$ cat config.mk
export PLATFORM = sky130hd
export DESIGN_NAME = fsm_stim_gen
export DESIGN_NICKNAME = d
export VERILOG_FILES = /design/src/rtl/fsm_stim_gen.sv
export SDC_FILE = /design/constraint.sdc
export NUM_CORES = 1
export LEC_CHECK = 0
export BUFFER_PORTS_ARGS = -buffer_cell sky130_fd_sc_hd__buf_2
export CORE_AREA = 2 2 39 41
export DETAILED_ROUTE_END_ITERATION = 8
export DIE_AREA = 0 0 41 43
export GPL_TIMING_DRIVEN = 0
export PLACE_DENSITY = 0.66
export SLEW_MARGIN = 25
export SYNTH_ARGS = -nofsm -noshare
export SYNTH_HDL_FRONTEND = slang
export SYNTH_SLANG_ARGS = --single-unit
$ cat constraint.sdc
create_clock -name clk -period 4.75 [get_ports clk]
set_input_delay 0.95 -clock clk [delete_from_list [all_inputs] [get_ports clk]]
set_output_delay 0.95 -clock clk [all_outputs]
set_load 0.05 [all_outputs]
$ cat src/rtl/fsm_stim_gen.sv
// fsm_stim_gen: drives a {q1,q2} symbol stream that walks a downstream
// four-state fsm to a requested target state. It keeps a shadow copy of the
// downstream state, picks the next symbol from that shadow, and reports when
// the target has been reached.

package fsm_stages_pkg;

  typedef enum logic [1:0] {
    START = 2'b00,
    ODD   = 2'b01,
    EVEN  = 2'b10,
    FIN   = 2'b11
  } c_state;

  // Downstream fsm transition for one consumed symbol {q1,q2}.
  function automatic c_state fsm_next(input c_state cur, input logic [1:0] sym);
    c_state nxt;
    nxt = cur;
    case (cur)
      START: nxt = (sym == 2'b01) ? ODD : START;
      ODD: begin
        case (sym)
          2'b10:   nxt = EVEN;
          2'b01:   nxt = ODD;
          default: nxt = START;   // q1 == q2
        endcase
      end
      EVEN, FIN: begin
        case (sym)
          2'b01:   nxt = ODD;
          2'b11:   nxt = FIN;
          default: nxt = START;   // 00 or 10
        endcase
      end
      default: nxt = START;
    endcase
    return nxt;
  endfunction

  // Symbol that moves the downstream fsm one step closer to the target.
  // Always produces a symbol that changes or confirms state, so a request
  // whose target equals the current shadow still consumes at least one.
  function automatic logic [1:0] seek_sym(input c_state cur, input c_state tgt);
    logic [1:0] sym;
    sym = 2'b00;
    case (tgt)
      START: sym = 2'b00;
      ODD:   sym = 2'b01;
      EVEN:  sym = (cur == ODD) ? 2'b10 : 2'b01;
      FIN: begin
        case (cur)
          EVEN, FIN: sym = 2'b11;
          ODD:       sym = 2'b10;
          default:   sym = 2'b01;
        endcase
      end
      default: sym = 2'b00;
    endcase
    return sym;
  endfunction

  // Symbol driven while idle. Start, odd and fin have a self-loop symbol;
  // even has none, so it is left to fall back to start.
  function automatic logic [1:0] hold_sym(input c_state cur);
    logic [1:0] sym;
    sym = 2'b00;
    case (cur)
      ODD:     sym = 2'b01;
      FIN:     sym = 2'b11;
      default: sym = 2'b00;   // start and even
    endcase
    return sym;
  endfunction

endpackage

module fsm_stim_gen
  import fsm_stages_pkg::*;
(
  input  logic       clk,
  input  logic       reset,
  input  logic       req_valid,
  input  logic [1:0] req_target,
  output logic       req_ready,
  input  logic       step_en,
  input  logic       clr,
  output logic       q1,
  output logic       q2,
  output logic       busy,
  output logic       done,
  output logic [1:0] shadow_state,
  output logic [1:0] last_len
);

  c_state     shadow_reg;
  c_state     target_reg;
  logic       busy_reg;
  logic       done_reg;
  logic [1:0] count_reg;
  logic [1:0] last_len_reg;

  logic [1:0] sym;
  c_state     shadow_next;
  logic [1:0] count_inc;
  logic       consume;
  logic       reached;
  logic       accept;

  // Symbol selection depends only on registered state, so q1/q2 never
  // glitch with request or step_en inputs.
  always_comb begin
    sym = busy_reg ? seek_sym(shadow_reg, target_reg) : hold_sym(shadow_reg);
  end

  assign shadow_next = fsm_next(shadow_reg, sym);
  assign count_inc   = (count_reg == 2'd3) ? 2'd3 : count_reg + 2'd1;
  assign consume     = busy_reg && step_en;
  assign reached     = consume && (shadow_next == target_reg);
  assign accept      = req_valid && !busy_reg && !clr;

  // Shadow tracks the downstream fsm on every sampled step; clr resyncs it.
  always_ff @(posedge clk or negedge reset) begin
    if (!reset) begin
      shadow_reg <= START;
    end else if (clr) begin
      shadow_reg <= START;
    end else if (step_en) begin
      shadow_reg <= shadow_next;
    end
  end

  // Request lifecycle: accept when idle, count consumed symbols, retire on
  // the step that lands on the target. A retire and a new accept cannot
  // collide because accept requires idle.
  always_ff @(posedge clk or negedge reset) begin
    if (!reset) begin
      busy_reg   <= 1'b0;
      target_reg <= START;
      count_reg  <= 2'd0;
    end else if (clr) begin
      busy_reg  <= 1'b0;
      count_reg <= 2'd0;
    end else if (accept) begin
      busy_reg   <= 1'b1;
      target_reg <= c_state'(req_target);
      count_reg  <= 2'd0;
    end else if (reached) begin
      busy_reg  <= 1'b0;
      count_reg <= 2'd0;
    end else if (consume) begin
      count_reg <= count_inc;
    end
  end

  // Completion reporting: one-cycle done pulse and the final symbol count.
  always_ff @(posedge clk or negedge reset) begin
    if (!reset) begin
      done_reg     <= 1'b0;
      last_len_reg <= 2'd0;
    end else begin
      done_reg <= 1'b0;
      if (!clr && reached) begin
        done_reg     <= 1'b1;
        last_len_reg <= count_inc;
      end
    end
  end

  assign req_ready    = !busy_reg;
  assign busy         = busy_reg;
  assign done         = done_reg;
  assign q1           = sym[1];
  assign q2           = sym[0];
  assign shadow_state = shadow_reg;
  assign last_len     = last_len_reg;

endmodule

## Word level (Yosys, flattened, before mapping)

Cells that the tools add are included.

| word-level totals | value |
|---|---|
| word-level logic and storage cells | 53 |
| register bits | 10 |
| output and inout port bits | 9 |

| cells by class | value |
|---|---|
| equal/unequal tests | 11 |
| add/sub/neg operators | 1 |
| bitwise operators | 1 |
| reductions and logical operators | 14 |
| muxes and demuxes | 20 |

Operator list:

| operator | count |
|---|---|
| $mux W2 | 9 |
| $pmux W2 S2 | 4 |
| $eq A2 B2 Y1 const B | 7 |
| $pmux W2 S4 | 1 |
| $eq A2 B1 Y1 const B | 3 |
| $pmux W2 S3 | 1 |
| $logic_and A1 B1 Y1 | 5 |
| $mux W1 | 5 |
| $logic_not A2 Y1 | 2 |
| $reduce_bool A4 Y1 | 1 |
| $reduce_bool A3 Y1 | 1 |
| $add A2 B1 Y2 const B | 1 |
| $eq A2 B2 Y1 | 1 |
| $logic_not A1 Y1 | 2 |
| $reduce_and A2 Y1 | 1 |
| $reduce_bool A2 Y1 | 1 |
| $reduce_or A2 Y1 | 1 |
| $not A1 Y1 | 1 |

## Longest topological paths before layout

Gate-level depths: netlist of run 1.

| depth | value |
|---|---|
| word-level depth | 13 |
| depth in mapped cells | 4 |
| gate-level depth less buffers | 3 |

## Worst setup path before layout of run 1

Ideal clock, no wire load.

| timing | value |
|---|---|
| path type | flip-flop to output port |
| from | register shadow_reg[0], in the netlist shadow_state[0] |
| to | output q1 |
| setup slack | 1.725 ns |
| buffers on the path | 0 |
| cell stages (with the launch flop) | 4 |
| required time | 3.800 ns |
| data arrival time | 2.075 ns |
| path through | dfrtp_1 -> nor2b_1 -> a21oi_1 -> o21ai_0 |

| on the way | value |
|---|---|
| word-level cells in the longest chain between the ends | 5 |

Ends and longest elaborated chain:

| element | line | text |
|---|---|---|
| start: declaration | 95 | `c_state shadow_reg;` |
| start signal: assignment | 128 | `shadow_reg <= shadow_next;` |
| $eq A2 B2 Y1, on equally long branches | 51, 67 |  |
| $reduce_or A2 Y1 | 51 | `case (cur)` |
| $pmux W2 S2 | 51 |  |
| $pmux W2 S4 | 46 | `case (tgt)` |
| $mux W2 (*) | 112 | `sym = busy_reg ? seek_sym(shadow_reg, target_reg) : hold_sym(shadow_reg);` |
| end: declaration | 87 | `output logic q1,` |

Mark *: on every way between the ends. The rest lies on a longest branch, timed or not.

## Final worst setup path of run 1

| timing | value |
|---|---|
| from | register shadow_reg[1], in the netlist shadow_state[1] |
| to | output q1 |

The elaborated chain is that of the path after synthesis.

==> results of run 1 <==
[metal layers]
metal / track usage [%] / vias up
met5: 0 / -
li1: - / 223
met4: 2.00 / 0
met3: 6.28 / 0
met1: 17.3 / 213
met2: 21.3 / 6
[kinds of logic after synthesis]
group | share of synthesized area [%]
AOI/OAI and AO/OA | 21.1
and+or+nand+nor | 19.3
buffers and inverters | 5.63
muxes | 7.04
DFF | 46.9
[per-stage QoR]
step / std cells / utilization (%) / setup WS, ns / hold WS, ns
2_1_floorplan: 52 / - / 1.72 / 0.533
3_3_place_gp: 83 / 45.4 / 2.64 / 0.495
3_5_place_dp: 83 / 45.4 / 2.64 / 0.496
4_1_cts: 86 / 47.0 / 2.34 / 0.518
5_1_grt: 86 / 47.0 / 2.24 / 0.534
6_report: 86 / 47.0 / 2.35 / 0.518
[Yosys cell counts (2+ instances only)]
cell type	count	area, um2
a31oi_1	2	12.5
nor2_1	3	11.3
nor3_1	2	10.0
nand2_1	7	26.3
nor2b_1	2	12.5
a21oi_1	3	15.0
inv_1	3	11.3
mux2_2	2	22.5
dfrtp_1	10	250
[area by class of cell]
| type | count | share of cell area, % |
|---|---|---|
| multi-input combinational | 37 | 38.8 |
| sequential | 10 | 38.5 |
| timing repair buffer | 15 | 11.5 |
| clock buffer | 3 | 3.46 |
| tap | 16 | 3.08 |
| buffer | 2 | 2.88 |
| inverter | 3 | 1.73 |
[report_power, final]
group          internal [mW]  leakage, nW  switching [mW]  total, mW
clock network         0.0292       0.0138          0.0283     0.0575
registers             0.0968        0.127         0.00665      0.103
logic                 0.0289        0.173          0.0621     0.0909
total                  0.155        0.315          0.0970      0.252
[critical path, stage by stage, from the launching register on]
cell and delay, ns:
dfrtp_1 0.44, nor2b_1 0.26, a21oi_1 0.07, o21ai_0 0.15, buf_2 0.28
[path summary, 6_finish.rpt]
| path | endpoint | slack, ns | start |
|---|---|---|---|
| max reg2reg | last_len[0]$_DFFE_PN0P_ | 3.07 | shadow_state[1]$_DFFE_PN0P_ |
| min reg2reg | last_len[0]$_DFFE_PN0P_ | 0.52 | last_len[0]$_DFFE_PN0P_ |
| min in group asynchronous | count_reg[0]$_DFFE_PN0P_ | 0.54 | reset |
| max in group asynchronous | count_reg[1]$_DFFE_PN0P_ | 4.03 | reset |
| max | q1 | 2.35 | shadow_state[1]$_DFFE_PN0P_ |
| min | last_len[0]$_DFFE_PN0P_ | 0.52 | last_len[0]$_DFFE_PN0P_ |
==> results.tsv, run 1 <==
stage	metric	value	unit
status	outcome	completed	
synthesis	#FFs+latches synth	10	
clocking	worst-skew pair later-pin latency	0.26	ns
synthesis	number of synthesized flops with an enable pin	0	
place	gpl congestion	0.765	
sta	final setup vio count	0	
clocking	H-tree Lvls	1	
sta	measured slew at the worst slew-check pin	0.296	ns
global_route	grt ovf	0	
cells_and_area	fill count	150	
worst_setup_path	Setup CP Type	flip-flop to output pin	
detailed_routing	routed via count	442	
worst_setup_path	Required @ worst endpoint	3.80	ns
sta	Max Freq	416	MHz
detailed_routing	DR iter-0 viols	1	
synthesis	Cell variety after synth	27	
clocking	TritonCTS Sinks	10	
place	placed cell area	628	um2
sta	Rel. slew slack	80.3	%
worst_setup_path	CP Max Fanout	7	
detailed_routing	drt pass-1 iters	3	
die	die extent in x	41	um
synthesis	mapped cell area	533	um2
worst_setup_path	CP Capture Type	output pin	
place	number of port buffers	15	
pwr	P_leak	0.315	nW
die	row cnt	14	
synthesis	Syn Nets	59	
sta	Final Hold Fails	0	
detailed_routing	WL met1	469	um
synthesis	Most used DFF post-synth	dfrtp_1	
cells_and_area	most frequent cells in the layout	buf_2 (15), dfrtp_1 (10), nand2_1 (7)	
die	die area	1760	um2
detailed_routing	vias per cell	5.14	
synthesis	sequential share of the synthesized area	46.9	%
sta	crit share post-route	50.6	%
global_route	initial antenna violation count	0	
clocking	clock root cell	clkbuf_4	
sta	Final Skew	0.00158	ns
synthesis	Synth Warn #	0	
global_route	Total GRT Usage	13.7	%
detailed_routing	final routed DRC violation total	0	
die	Starting Density	38.5	%
cells_and_area	Nets	79	
worst_setup_path	worst reg2reg path depth	3	
hold_path	hold path depth	1	
sta	post-route minimum period	2.40	ns
cells_and_area	Register Area	250	um2
detailed_routing	metal2 WL	530	um
global_route	largest net degree at the start of global routing	11	
synthesis	Avg Cell Area, Syn	10.3	um2
die	core area	1380	um2
sta	unrepaired setup endpoints after global routing	no	
sta	setup TNS	0	ns
cells_and_area	area grow syn2layout	22.1	%
cells_and_area	layout cell share with drive strength beyond 1	35.7	%
synthesis	ys async rst share	100	%
pwr	Peak VDD IR	231	uV
die	IO Count	16	
detailed_routing	DR top layer	met3	
pwr	Pwr Density	387	nW/um2
sta	Pins Over Slew Limit	0	
detailed_routing	Routed WL per cell	12.0	um
detailed_routing	Routed Antenna Nets	0	
worst_setup_path	startpoint class of the critical path	flip-flop	
cells_and_area	final instance area	651	um2
clocking	CTS Hold Buffers Added	0	
hold_path	worst min path class	flip-flop to flip-flop	
global_route	vias in the first global route	398	
clocking	TritonCTS Buffers	3	
worst_setup_path	CP arrival	1.45	ns
clocking	Post-CTS Setup Inserts	0	
die	die height	43	um
cells_and_area	antenna cells	0	
pwr	Pwr Total	0.252	mW
place	HPWL Detailed	818	um
global_route	first-pass GRT wire length	1.62	mm
cells_and_area	most common cell after layout, fill and taps aside	buf_2	
run	max_cap viols	0	
detailed_routing	DR WL met3	30	um
clocking	clock buffer depth	2	
clocking	CTS tree	built	
detailed_routing	final WL	1.03	mm
clocking	clock slew at reported path FFs	0.07	ns
cells_and_area	Multi-input gate area	253	um2
synthesis	cell count after synthesis	52	
clocking	Post-CTS Resized	0	
No activity file was read; power rests on OpenSTA's default activity.
==> inputs of run 2 (changes only) <==
==> constraint.sdc (replaced) <==
create_clock -name clk -period 2.26 [get_ports clk]
set_input_delay 0.452 -clock clk [delete_from_list [all_inputs] [get_ports clk]]
set_output_delay 0.452 -clock clk [all_outputs]
set_load 0.05 [all_outputs]
==> results.tsv, run 2 (synthesis results as in run 1) <==
stage	metric	value	unit	change
detailed_routing	DR iter-0 viols	4		+3
clocking	CTS Hold Buffers Added	0		unchanged
detailed_routing	vias per cell	4.92		-4.3%
global_route	first-pass GRT wire length	1.84	mm	+14%
cells_and_area	final instance area	664	um2	+2.1%
die	die area	1760	um2	unchanged
detailed_routing	routed via count	428		-3.2%
worst_setup_path	Crit Reg-Reg Endpoint	last_len[0]$_DFFE_PN0P_		
sta	Final Hold Fails	0		unchanged
pwr	Pwr Density	858	nW/um2	+120%
clocking	clock buffer depth	2		unchanged
clocking	CTS tree	built		
die	IO Count	16		unchanged
clocking	TritonCTS Sinks	10		unchanged
cells_and_area	most frequent cells in the layout	buf_2 (15), dfrtp_1 (10), nand2_1 (7)		
global_route	grt ovf	0		unchanged
detailed_routing	drt pass-1 iters	4		+1
worst_setup_path	Reg-to-Reg Start	shadow_state[1]$_DFFE_PN0P_		
sta	Max Freq	525	MHz	
global_route	initial antenna violation count	0		unchanged
clocking	worst-skew pair later-pin latency	0.26	ns	about the same
worst_setup_path	CP arrival	1.45	ns	about the same
sta	setup TNS	0	ns	unchanged
run	max_cap viols	0		unchanged
pwr	Peak VDD IR	438	uV	+90%
cells_and_area	antenna cells	0		unchanged
die	die height	43	um	unchanged
worst_setup_path	Required @ worst endpoint	1.81	ns	-1.99 ns
worst_setup_path	R2R setup slack	0.58	ns	-2.49 ns
cells_and_area	area grow syn2layout	24.6	%	
clocking	clock slew at reported path FFs	0.07	ns	about the same
worst_setup_path	Setup CP Type	flip-flop to output pin		
global_route	vias in the first global route	442		+11%
detailed_routing	Routed Antenna Nets	0		unchanged
clocking	Post-CTS Resized	0		unchanged
global_route	largest net degree at the start of global routing	11		unchanged
sta	crit share post-route	84.3	%	
cells_and_area	most common cell after layout, fill and taps aside	buf_2		
place	gpl congestion	0.788		+3.0%
detailed_routing	final routed DRC violation total	0		unchanged
place	placed cell area	628	um2	unchanged
sta	unrepaired setup endpoints after global routing	no		
worst_setup_path	worst reg2reg path depth	3		unchanged
worst_setup_path	CP Capture Type	output pin		
status	outcome	completed		
die	Starting Density	38.5	%	unchanged
sta	measured slew at the worst slew-check pin	0.280	ns	-0.0157 ns
sta	Rel. slew slack	81.3	%	+1.0 points
place	Worst Setup Slack post-DPL	0.597	ns	-2.04 ns
place	number of port buffers	15		unchanged
place	HPWL Detailed	797	um	-2.6%
detailed_routing	final WL	1.03	mm	about the same
sta	setup slack after layout	0.355	ns	-1.99 ns
global_route	Total GRT Usage	15.6	%	+1.9 points
die	die extent in x	41	um	unchanged
clocking	H-tree Lvls	1		unchanged
detailed_routing	Routed WL per cell	11.8	um	-1.2%
sta	post-route minimum period	1.91	ns	
die	row cnt	14		unchanged
clocking	clock root cell	clkbuf_4		
worst_setup_path	CP Max Fanout	7		unchanged
worst_setup_path	startpoint class of the critical path	flip-flop		
sta	Final Skew	0.00655	ns	+0.00497 ns
sta	Pins Over Slew Limit	0		unchanged
sta	final setup vio count	0		unchanged
clocking	Post-CTS Setup Inserts	0		unchanged
cells_and_area	Nets	79		unchanged
cells_and_area	layout cell share with drive strength beyond 1	36.6	%	+0.91 points
clocking	TritonCTS Buffers	3		unchanged
hold_path	worst min path class	input port to async pin		
die	core area	1380	um2	unchanged
pwr	P_leak	0.321	nW	+2.2%
==> run 2: cell type report <==
cell class / count / area [um2]
buffer: 2 / 18.8
clock buffer: 4 / 36.3
fill: 139 / 719
inverter: 3 / 11.3
multi-input combinational: 37 / 253
sequential: 10 / 250
tap: 16 / 20.0
timing repair buffer: 15 / 75.1
==> run 2: how the worst max path moves through the flow <==
stage	startpoint	to	slack (ns)	cells after the start
4_1_cts	shadow_state[1]$_DFFE_PN0P_	q2	0.35	4
3_5_place_dp	shadow_state[1]$_DFFE_PN0P_	last_len[0]$_DFFE_PN0P_	0.60	3
6_report	shadow_state[1]$_DFFE_PN0P_	q2	0.35	4
2_1_floorplan	shadow_state[0]$_DFFE_PN0P_	q1	0.11	3
3_3_place_gp	shadow_state[1]$_DFFE_PN0P_	last_len[0]$_DFFE_PN0P_	0.60	3
5_1_grt	shadow_state[1]$_DFFE_PN0P_	q2	0.27	4
==> run 2: through the flow <==
stage                     instances  hold slack [ns]  power, mW  utilization, %
after floorplan                  52            0.156      0.368               -
after global placement           83            0.323      0.412            45.4
after detailed placement         83            0.329      0.415            45.4
after CTS                        87           0.0420      0.578            48.0
after global routing             87           0.0403      0.603            48.0
final                            87           0.0323      0.570            48.0
==> run 2: routing by layer <==
| layer | up-vias | GRT usage, % | wire length [um] |
|---|---|---|---|
| li1 | 223 | - | - |
| met1 | 197 | 20.3 | 484 |
| met2 | 6 | 22.5 | 491 |
| met3 | 2 | 4.71 | 37 |
| met4 | 0 | 8.00 | 14 |
| met5 | - | 0 | 0 |
==> run 2: power breakdown <==
part	leakage, nW	total [mW]	switching [mW]	internal, mW
clock network	0.0210	0.160	0.0620	0.0976
logic	0.173	0.191	0.131	0.0607
registers	0.127	0.219	0.0155	0.204
==> run 2: critical path, stage by stage (launching register included) <==
cell and delay (ns):
dfrtp_1 0.45, nor2b_1 0.25, a21oi_1 0.11, a21o_1 0.18, buf_2 0.20
